--- config.mk ---
export PLATFORM = sky130hd
export DESIGN_NAME = random_dest_picker
export DESIGN_NICKNAME = d
export VERILOG_FILES = /design/src/rtl/wayfarer_pkg.sv /design/src/rtl/rr_pointer.sv /design/src/rtl/random_dest_picker.sv
export SDC_FILE = /design/constraint.sdc
export NUM_CORES = 1
export LEC_CHECK = 0
export CAP_MARGIN = 20
export CORE_MARGIN = 2
export CORE_UTILIZATION = 56
export CTS_CLUSTER_DIAMETER = 120
export CTS_CLUSTER_SIZE = 20
export DETAILED_ROUTE_END_ITERATION = 8
export PLACE_DENSITY = 0.81
export SLEW_MARGIN = 5
export SYNTH_ARGS = -nofsm -noshare
export SYNTH_HDL_FRONTEND = slang
export SYNTH_SLANG_ARGS = --single-unit
--- constraint.sdc ---
create_clock -name clk -period 4.95 [get_ports clk]
set_input_delay 0.99 -clock clk [delete_from_list [all_inputs] [get_ports clk]]
set_output_delay 0.99 -clock clk [all_outputs]
set_load 0.05 [all_outputs]
--- src/rtl/wayfarer_pkg.sv ---
// Purpose : shared types and default sizing for the destination picker and the PRNG it drives.
// Latency : n/a (package only).
// Backpressure: n/a (package only).
// Contents: FSM state enum and the default RAND_W / NUM_DEST constants, which the PRNG
//           instantiation reuses so both blocks agree on index width and destination count.
package wayfarer_pkg;

  localparam int DEF_RAND_W   = 4;
  localparam int DEF_NUM_DEST = 12;
  localparam int STAT_W       = 16;

  typedef enum logic [2:0] {
    IDLE      = 3'd0,
    REQ       = 3'd1,
    WAIT_RESP = 3'd2,
    FALLBACK  = 3'd3,
    HOLD      = 3'd4
  } pick_state_e;

endpackage

--- src/rtl/rr_pointer.sv ---
// Purpose : modulo-N round-robin pointer; offers the current value, or the one after it when
//           the current value equals skip_i.
// Latency : pick_o is combinational from the pointer and skip_i; advance takes effect next cycle.
// Backpressure: none; the pointer only moves when adv_i is pulsed.
// Ports   : clk, reset (sync, active-high) | adv_i: step past the value on pick_o |
//           skip_i: value that must not be offered | pick_o: value to issue.
module rr_pointer #(
  parameter int W = 4,
  parameter int N = 12
) (
  input  logic         clk,
  input  logic         reset,
  input  logic         adv_i,
  input  logic [W-1:0] skip_i,
  output logic [W-1:0] pick_o
);

  localparam logic [W-1:0] LAST = W'(N - 1);

  logic [W-1:0] rr_q, rr_d;
  logic [W-1:0] rr_inc;
  logic [W-1:0] pick_inc;

  always_comb begin
    rr_inc = (rr_q == LAST) ? '0 : rr_q + W'(1);
    // With N >= 2 the skipped-to value can never collide with skip_i again.
    pick_o = (rr_q == skip_i) ? rr_inc : rr_q;
    pick_inc = (pick_o == LAST) ? '0 : pick_o + W'(1);
    rr_d = adv_i ? pick_inc : rr_q;
  end

  always_ff @(posedge clk) begin
    if (reset) begin
      rr_q <= '0;
    end else begin
      rr_q <= rr_d;
    end
  end

endmodule

--- src/rtl/random_dest_picker.sv ---
// Purpose : turns PRNG numbers into a legal destination (< NUM_DEST, != own_id), with a
//           round-robin fallback after MAX_RETRY failed attempts.
// Latency : best case 4 cycles from pick_req to dest_valid; worst case bounded by
//           MAX_RETRY * (RESP_TIMEOUT + 1) + 3 cycles.
// Backpressure: dest/dest_fallback held stable with dest_valid until dest_ready; no PRNG
//           requests are issued while holding.
// Ports   : clk, reset (sync, active-high) | pick_req, own_id: start a pick |
//           prng_next/prng_exclude/prng_valid/prng_number: PRNG handshake |
//           dest_valid/dest_ready/dest/dest_fallback: result handshake.
// Option  : define RANDOM_DEST_PICKER_STATS_EN to add saturating stat_attempts/stat_fallbacks.
module random_dest_picker
  import wayfarer_pkg::*;
#(
  parameter int RAND_W       = DEF_RAND_W,
  parameter int NUM_DEST     = DEF_NUM_DEST,
  parameter int MAX_RETRY    = 4,
  parameter int RESP_TIMEOUT = 3
) (
  input  logic              clk,
  input  logic              reset,
  input  logic              pick_req,
  input  logic [RAND_W-1:0] own_id,
  output logic              prng_next,
  output logic [RAND_W-1:0] prng_exclude,
  input  logic              prng_valid,
  input  logic [RAND_W-1:0] prng_number,
  output logic              dest_valid,
  input  logic              dest_ready,
  output logic [RAND_W-1:0] dest,
  output logic              dest_fallback
`ifdef RANDOM_DEST_PICKER_STATS_EN
  ,
  output logic [STAT_W-1:0] stat_attempts,
  output logic [STAT_W-1:0] stat_fallbacks
`endif
);

  localparam int RTY_W = $clog2(MAX_RETRY + 1);
  localparam int TMO_W = $clog2(RESP_TIMEOUT);
  // One extra bit so NUM_DEST == 2**RAND_W is representable in the range check.
  localparam logic [RAND_W:0]  NUM_DEST_X = (RAND_W + 1)'(NUM_DEST);
  localparam logic [RTY_W-1:0] RTY_LAST   = RTY_W'(MAX_RETRY);
  localparam logic [TMO_W-1:0] TMO_LAST   = TMO_W'(RESP_TIMEOUT - 1);

  pick_state_e       state_q, state_d;
  logic [RAND_W-1:0] own_q, own_d;
  logic [RAND_W-1:0] dest_q, dest_d;
  logic              fb_q, fb_d;
  logic [RTY_W-1:0]  retry_q, retry_d;
  logic [TMO_W-1:0]  tmo_q, tmo_d;
  logic [RTY_W-1:0]  retry_inc;
  logic              num_ok;
  logic              attempt_fail;
  logic              rr_adv;
  logic [RAND_W-1:0] rr_pick;

  rr_pointer #(
    .W (RAND_W),
    .N (NUM_DEST)
  ) u_rr (
    .clk    (clk),
    .reset  (reset),
    .adv_i  (rr_adv),
    .skip_i (own_q),
    .pick_o (rr_pick)
  );

  always_comb begin
    state_d      = state_q;
    own_d        = own_q;
    dest_d       = dest_q;
    fb_d         = fb_q;
    retry_d      = retry_q;
    tmo_d        = tmo_q;
    attempt_fail = 1'b0;
    rr_adv       = 1'b0;
    prng_next    = 1'b0;
    retry_inc    = retry_q + RTY_W'(1);
    // Out-of-range values are rejected outright, never folded into range.
    num_ok       = ({1'b0, prng_number} < NUM_DEST_X) && (prng_number != own_q);

    case (state_q)
      IDLE: begin
        if (pick_req) begin
          own_d   = own_id;
          retry_d = '0;
          state_d = REQ;
        end
      end
      REQ: begin
        prng_next = 1'b1;
        tmo_d     = '0;
        state_d   = WAIT_RESP;
      end
      WAIT_RESP: begin
        if (prng_valid) begin
          if (num_ok) begin
            dest_d  = prng_number;
            fb_d    = 1'b0;
            state_d = HOLD;
          end else begin
            attempt_fail = 1'b1;
          end
        end else if (tmo_q == TMO_LAST) begin
          attempt_fail = 1'b1;
        end else begin
          tmo_d = tmo_q + TMO_W'(1);
        end
        if (attempt_fail) begin
          retry_d = retry_inc;
          state_d = (retry_inc == RTY_LAST) ? FALLBACK : REQ;
        end
      end
      FALLBACK: begin
        dest_d  = rr_pick;
        fb_d    = 1'b1;
        rr_adv  = 1'b1;
        state_d = HOLD;
      end
      HOLD: begin
        if (dest_ready) begin
          state_d = IDLE;
        end
      end
      default: state_d = IDLE;
    endcase
  end

  always_ff @(posedge clk) begin
    if (reset) begin
      state_q <= IDLE;
      own_q   <= '0;
      dest_q  <= '0;
      fb_q    <= 1'b0;
      retry_q <= '0;
      tmo_q   <= '0;
    end else begin
      state_q <= state_d;
      own_q   <= own_d;
      dest_q  <= dest_d;
      fb_q    <= fb_d;
      retry_q <= retry_d;
      tmo_q   <= tmo_d;
    end
  end

  assign dest_valid    = (state_q == HOLD);
  assign dest          = dest_q;
  assign dest_fallback = fb_q;
  assign prng_exclude  = own_q;

`ifdef RANDOM_DEST_PICKER_STATS_EN
  logic [STAT_W-1:0] att_q, fbk_q;

  always_ff @(posedge clk) begin
    if (reset) begin
      att_q <= '0;
      fbk_q <= '0;
    end else begin
      if ((state_q == REQ) && (att_q != {STAT_W{1'b1}})) begin
        att_q <= att_q + STAT_W'(1);
      end
      if ((state_q == FALLBACK) && (fbk_q != {STAT_W{1'b1}})) begin
        fbk_q <= fbk_q + STAT_W'(1);
      end
    end
  end

  assign stat_attempts  = att_q;
  assign stat_fallbacks = fbk_q;
`endif

endmodule

=== After elaboration in Yosys (flattened, before gate mapping) ===
Cells that the tools add are included.
W data, S select, Z words.

* $add $sub $neg: 4
* $lt $le $gt $ge: 1
* Eq/ne operators: 19
* Mux-type cells: 28
* Reductions and logical operators: 10

{| class="wikitable"
|+ Operator list
! operator !! count
|-
| $mux W3 || 7
|-
| $mux W4 || 5
|-
| $pmux W3 S5 || 1
|-
| $ne A2 B2 Y1 const B || 6
|-
| $reduce_and A3 Y1 || 3
|-
| $add A4 B1 Y4 const B || 2
|-
| $eq A4 B4 Y1 const B || 2
|-
| $mux W1 || 8
|-
| $pmux W4 S2 || 1
|-
| $eq A3 B2 Y1 const B || 2
|-
| $eq A3 B3 Y1 const B || 2
|-
| $mux W2 || 3
|-
| $ne A3 B3 Y1 const B || 2
|-
| $pmux W3 S2 || 1
|-
| $reduce_bool A2 Y1 || 3
|-
| $eq A4 B4 Y1 || 1
|-
| $lt A4 B4 Y1 const B || 1
|-
| $ne A4 B4 Y1 || 1
|-
| $pmux W2 S2 || 1
|-
| $reduce_and A4 Y1 || 1
|-
| $add A3 B1 Y3 const B || 1
|-
| $eq A3 B1 Y1 const B || 1
|-
| $logic_not A3 Y1 || 1
|-
| $add A2 B1 Y2 const B || 1
|-
| 5 further kinds || 5
|}

* Bits in registers: 21
* Input port bits: 13
* Logic and storage cells: 69

=== Longest topological paths before layout ===
* Depth in word-level cells: 7
* Depth in mapped cells: 9

=== Hierarchy ===
Synthesis repeated with hierarchy kept, for this count alone.

* Cells, all modules: 162
* Area total of the unflattened synthesis: 1375.1 µm²

{| class="wikitable"
|+ By module, submodules not included
! module !! instances !! cells an instance !! area an instance (µm²)
|-
| random_dest_picker || 1 || 103 || 907.1
|-
| rr_pointer || 1 || 59 || 467.9
|}

=== Worst setup path after synthesis ===
No wires, ideal clock.

* Kind: reg-to-output
* From: register state_q[0]
* To: output port prng_next
* Arrival: 1.589 ns
* Required time: 3.960 ns
* Slack: 2.371 ns
* Stages on the path, launching flop included: 2
* Buffers on the path: 0
* Cell sequence: dfxtp_1 nor3b_1

* Cells in the longest elaborated chain, start to end: 2

{| class="wikitable"
|+ RTL lines
! what !! RTL line !! text
|-
| start: declaration || random_dest_picker.sv:45 || <nowiki>pick_state_e state_q, state_d;</nowiki>
|-
| start signal: assignment || random_dest_picker.sv:138 || <nowiki>state_q <= state_d;</nowiki>
|-
| $eq A3 B1 Y1 || random_dest_picker.sv:82 || <nowiki>case (state_q)</nowiki>
|-
| $mux W1 || random_dest_picker.sv:82 ||
|-
| end: declaration || random_dest_picker.sv:23 || <nowiki>output logic prng_next,</nowiki>
|}

Every way passes these cells.

=== Worst setup path in the final report ===
Same ends and word-level chain as after synthesis.

==> flow_summary.json <==
{
  "status": "finished clean",
  "hold_path.class": "flip-flop to flip-flop",
  "synth_area_um2": 1335,
  "clk_pin_slew_ps": 110,
  "ys_seq_elements": 21,
  "drv_cap": 0,
  "worstMarginPinSlew_ps": 878.4,
  "critPathSlowestCell": "clkdlybuf4s50_1",
  "seq_area_frac_synth_pct": 31.49,
  "vdd_drop_max_mv": 0.2242,
  "regArea_um2": 420.4,
  "slew_headroom_pct": 41.26,
  "wl_per_cell_um": 15.80,
  "numPortBuffers": 23,
  "holdBufCountCts": 0,
  "fin_nets": 191,
  "gr-total-overflow": 0,
  "final_layout_size_suffix_gt1_share_pct": 13.37,
  "dp_slack_ps": 2096,
  "cts.htree.levels": 1,
  "synth_edf_count": 0,
  "hpwl_mm": 2.450,
  "p_per_area_nw_per_um2": 231.2,
  "rsz0062_at_grt": "no",
  "cts_sinks": 21,
  "antenna_found_initial": 0,
  "grt_start_max_net_pins": 23,
  "period_share_pct": 58.11,
  "slowest_delay_ps": 860,
  "fmax_mhz": 347.7,
  "start_kind": "flip-flop",
  "syn-num-nets": 170,
  "final_cell_area_um2": 1590,
  "critPathBufInv": 1,
  "vias_per_cell": 6.095,
  "start_util_pct": 59.78,
  "cts_resized": 0,
  "grt_pass1_wl_mm": 5.271,
  "crit_family": "buffers and inverters",
  "r2r_slack_ps": 2630,
  "crit_cells": 2,
  "ios": 24,
  "setup_ws_ps": 2074,
  "final-hold-violation-count": 0,
  "grt_pass1_vias": 1198,
  "crit_fanout": 6,
  "synth_warnings": 0,
  "worstHoldPathCells": 2,
  "postPlaceCellArea_um2": 1564,
  "fillers": 191,
  "setup_viol": 0,
  "synth-main-ff-cell": "dfxtp_1",
  "postCtsSetupRepairBufs": 0,
  "drc": 0,
  "die_x_um": 52.83,
  "final_core_util_pct": 71.20,
  "period_needed_ps": 2876,
  "vias": 1219,
  "ant_nets": 0,
  "reg2regPathDepth": 8,
  "firstDrtPassIters": 4,
  "cts_made_buffers": 3,
  "cts_tree": "built",
  "multi_input_area_um2": 852.1,
  "fin_worst_skew_ps": 2.712,
  "die_h_um": 52.83,
  "place.gp.congestion": 0.8498,
  "grtUsageTotal_pct": 26.15,
  "endpoint_kind": "output port",
  "ys_types": 44,
  "synthArstFlopShare_pct": 0,
  "cts_buffer_depth": 2,
  "syn_avg_cell_area_um2": 8.783,
  "dp.cells": 196,
  "tns_ps": 0,
  "leakagePower_nw": 0.5497,
  "layout-area-overhead-vs-synth_pct": 19.12,
  "antenna_cells": 0,
  "core_area_um2": 2233,
  "drv_slew": 0,
  "required_ps": 3960,
  "crit_chain": "nor3b_1, clkdlybuf4s50_1",
  "synthCells": 152,
  "rows": 17,
  "dieArea_um2": 2790,
  "clock_latency_ps": 300,
  "root_buffer": "clkbuf_4",
  "critPathKind": "flip-flop to output port",
  "routed_wl_mm": 3.160,
  "drt-initial-drc-count": 18,
  "cp.arrival_ps": 1890,
  "final_cells": 200
}
[cells by family after synthesis]
| logic type | after synthesis | share of synthesized area, % |
|---|---|---|
| XOR/XNOR | 6 | 5.061 |
| AND/OR/NAND/NOR | 65 | 25.77 |
| flip-flops | 21 | 31.49 |
| AO/OA/AOI/OAI | 31 | 20.62 |
| adder cells (fa/ha/maj) | 5 | 4.686 |
| multiplexers | 10 | 7.685 |
| buffers and inverters | 14 | 4.685 |
[registers in the layout, indices dropped and copies added (netlist names)]
| name | count |
|---|---|
| dest_fallback | 1 |
| prng_exclude | 4 |
| tmo_q | 2 |
| retry_q | 3 |
| state_q | 3 |
| u_rr.rr_q | 4 |
| dest | 4 |
[through the flow]
step,total power [mW],hold slack [ps]
floorplan,0.2577,435.6
global placement,0.2845,443.9
detailed placement,0.2891,455.4
CTS,0.3698,471.7
global route,0.3865,503.8
finish,0.3677,466.5
[worst paths after layout]
check / from / end
worst max-delay path: state_q[0]$_SDFFE_PP0P_ / prng_next
worst min-delay path: tmo_q[1]$_SDFFE_PP0P_ / tmo_q[1]$_SDFFE_PP0P_
worst max register to register: u_rr.rr_q[0]$_SDFFE_PP0P_ / u_rr.rr_q[3]$_SDFFE_PP0P_
worst min register to register: tmo_q[1]$_SDFFE_PP0P_ / tmo_q[1]$_SDFFE_PP0P_
[synthesized netlist by cell type, types with 2 or more instances]
master / n / share of area (%)
inv_1: 6 / 1.7
nand4_1: 4 / 1.9
buf_2: 2 / 0.75
a2111oi_2: 4 / 4.5
nor2_1: 24 / 6.7
xnor2_1: 4 / 2.6
clkbuf_1: 4 / 1.1
nor3b_1: 4 / 2.2
o21ai_0: 2 / 0.75
or3_1: 3 / 1.4
nor2_2: 2 / 0.94
nand3_1: 3 / 1.1
a21oi_1: 9 / 3.4
a31oi_1: 4 / 1.9
xnor2_2: 2 / 2.4
nand2_1: 12 / 3.4
a21oi_4: 2 / 2.4
dfxtp_1: 21 / 31
nand3b_1: 3 / 1.7
and3_1: 2 / 0.94
ha_1: 5 / 4.7
mux2i_1: 8 / 6.0
[worst reg2reg max path: stages, from the launching register on]
cell and delay (ps):
dfxtp_1 440, ha_1 330, a211o_2 350, a21oi_1 270, mux2_2 230, ha_1 210, mux2i_1 100, a21oi_1 180
o31ai_2 70
[placed cells by master, fill, tap and decap left out, drive strengths merged, types with 2 or more instances in the layout]
cell,n
nor2,26
clkdlybuf4s50,23
dfxtp,21
nand2,12
a21oi,11
mux2i,8
inv,7
xnor2,6
ha,5
nand4,4
nor3b,4
a2111oi,4
a31oi,4
nand3,4
or3,4
clkbuf,4
nand3b,3
and3,3
o21ai,3
mux2,2
[cell type report]
| type | count | share of cell area [%] |
|---|---|---|
| Multi-Input combinational cell | 117 | 53.58 |
| Clock buffer | 4 | 1.652 |
| Inverter | 7 | 1.652 |
| Sequential cell | 21 | 26.44 |
| Timing Repair Buffer | 23 | 14.48 |
| Tap cell | 28 | 2.203 |
[routing by layer]
layer	share of wire, %	wire, um	vias to the layer above	GRT usage (%)
met5	0	0	-	0
met4	0.54	17	0	5.983
met3	5.1	162	2	6.000
met2	53	1688	42	48.33
met1	41	1291	591	30.05
li1	-	-	584	-
[power breakdown]
| group | internal (mW) | total (mW) | leakage [nW] | switching [mW] |
|---|---|---|---|---|
| sequential | 0.176 | 0.187 | 0.171 | 0.0110 |
| clock | 0.0315 | 0.0821 | 0.0150 | 0.0507 |
| combinational | 0.0410 | 0.0985 | 0.364 | 0.0576 |
No activity file was read; power rests on OpenSTA's default activity.
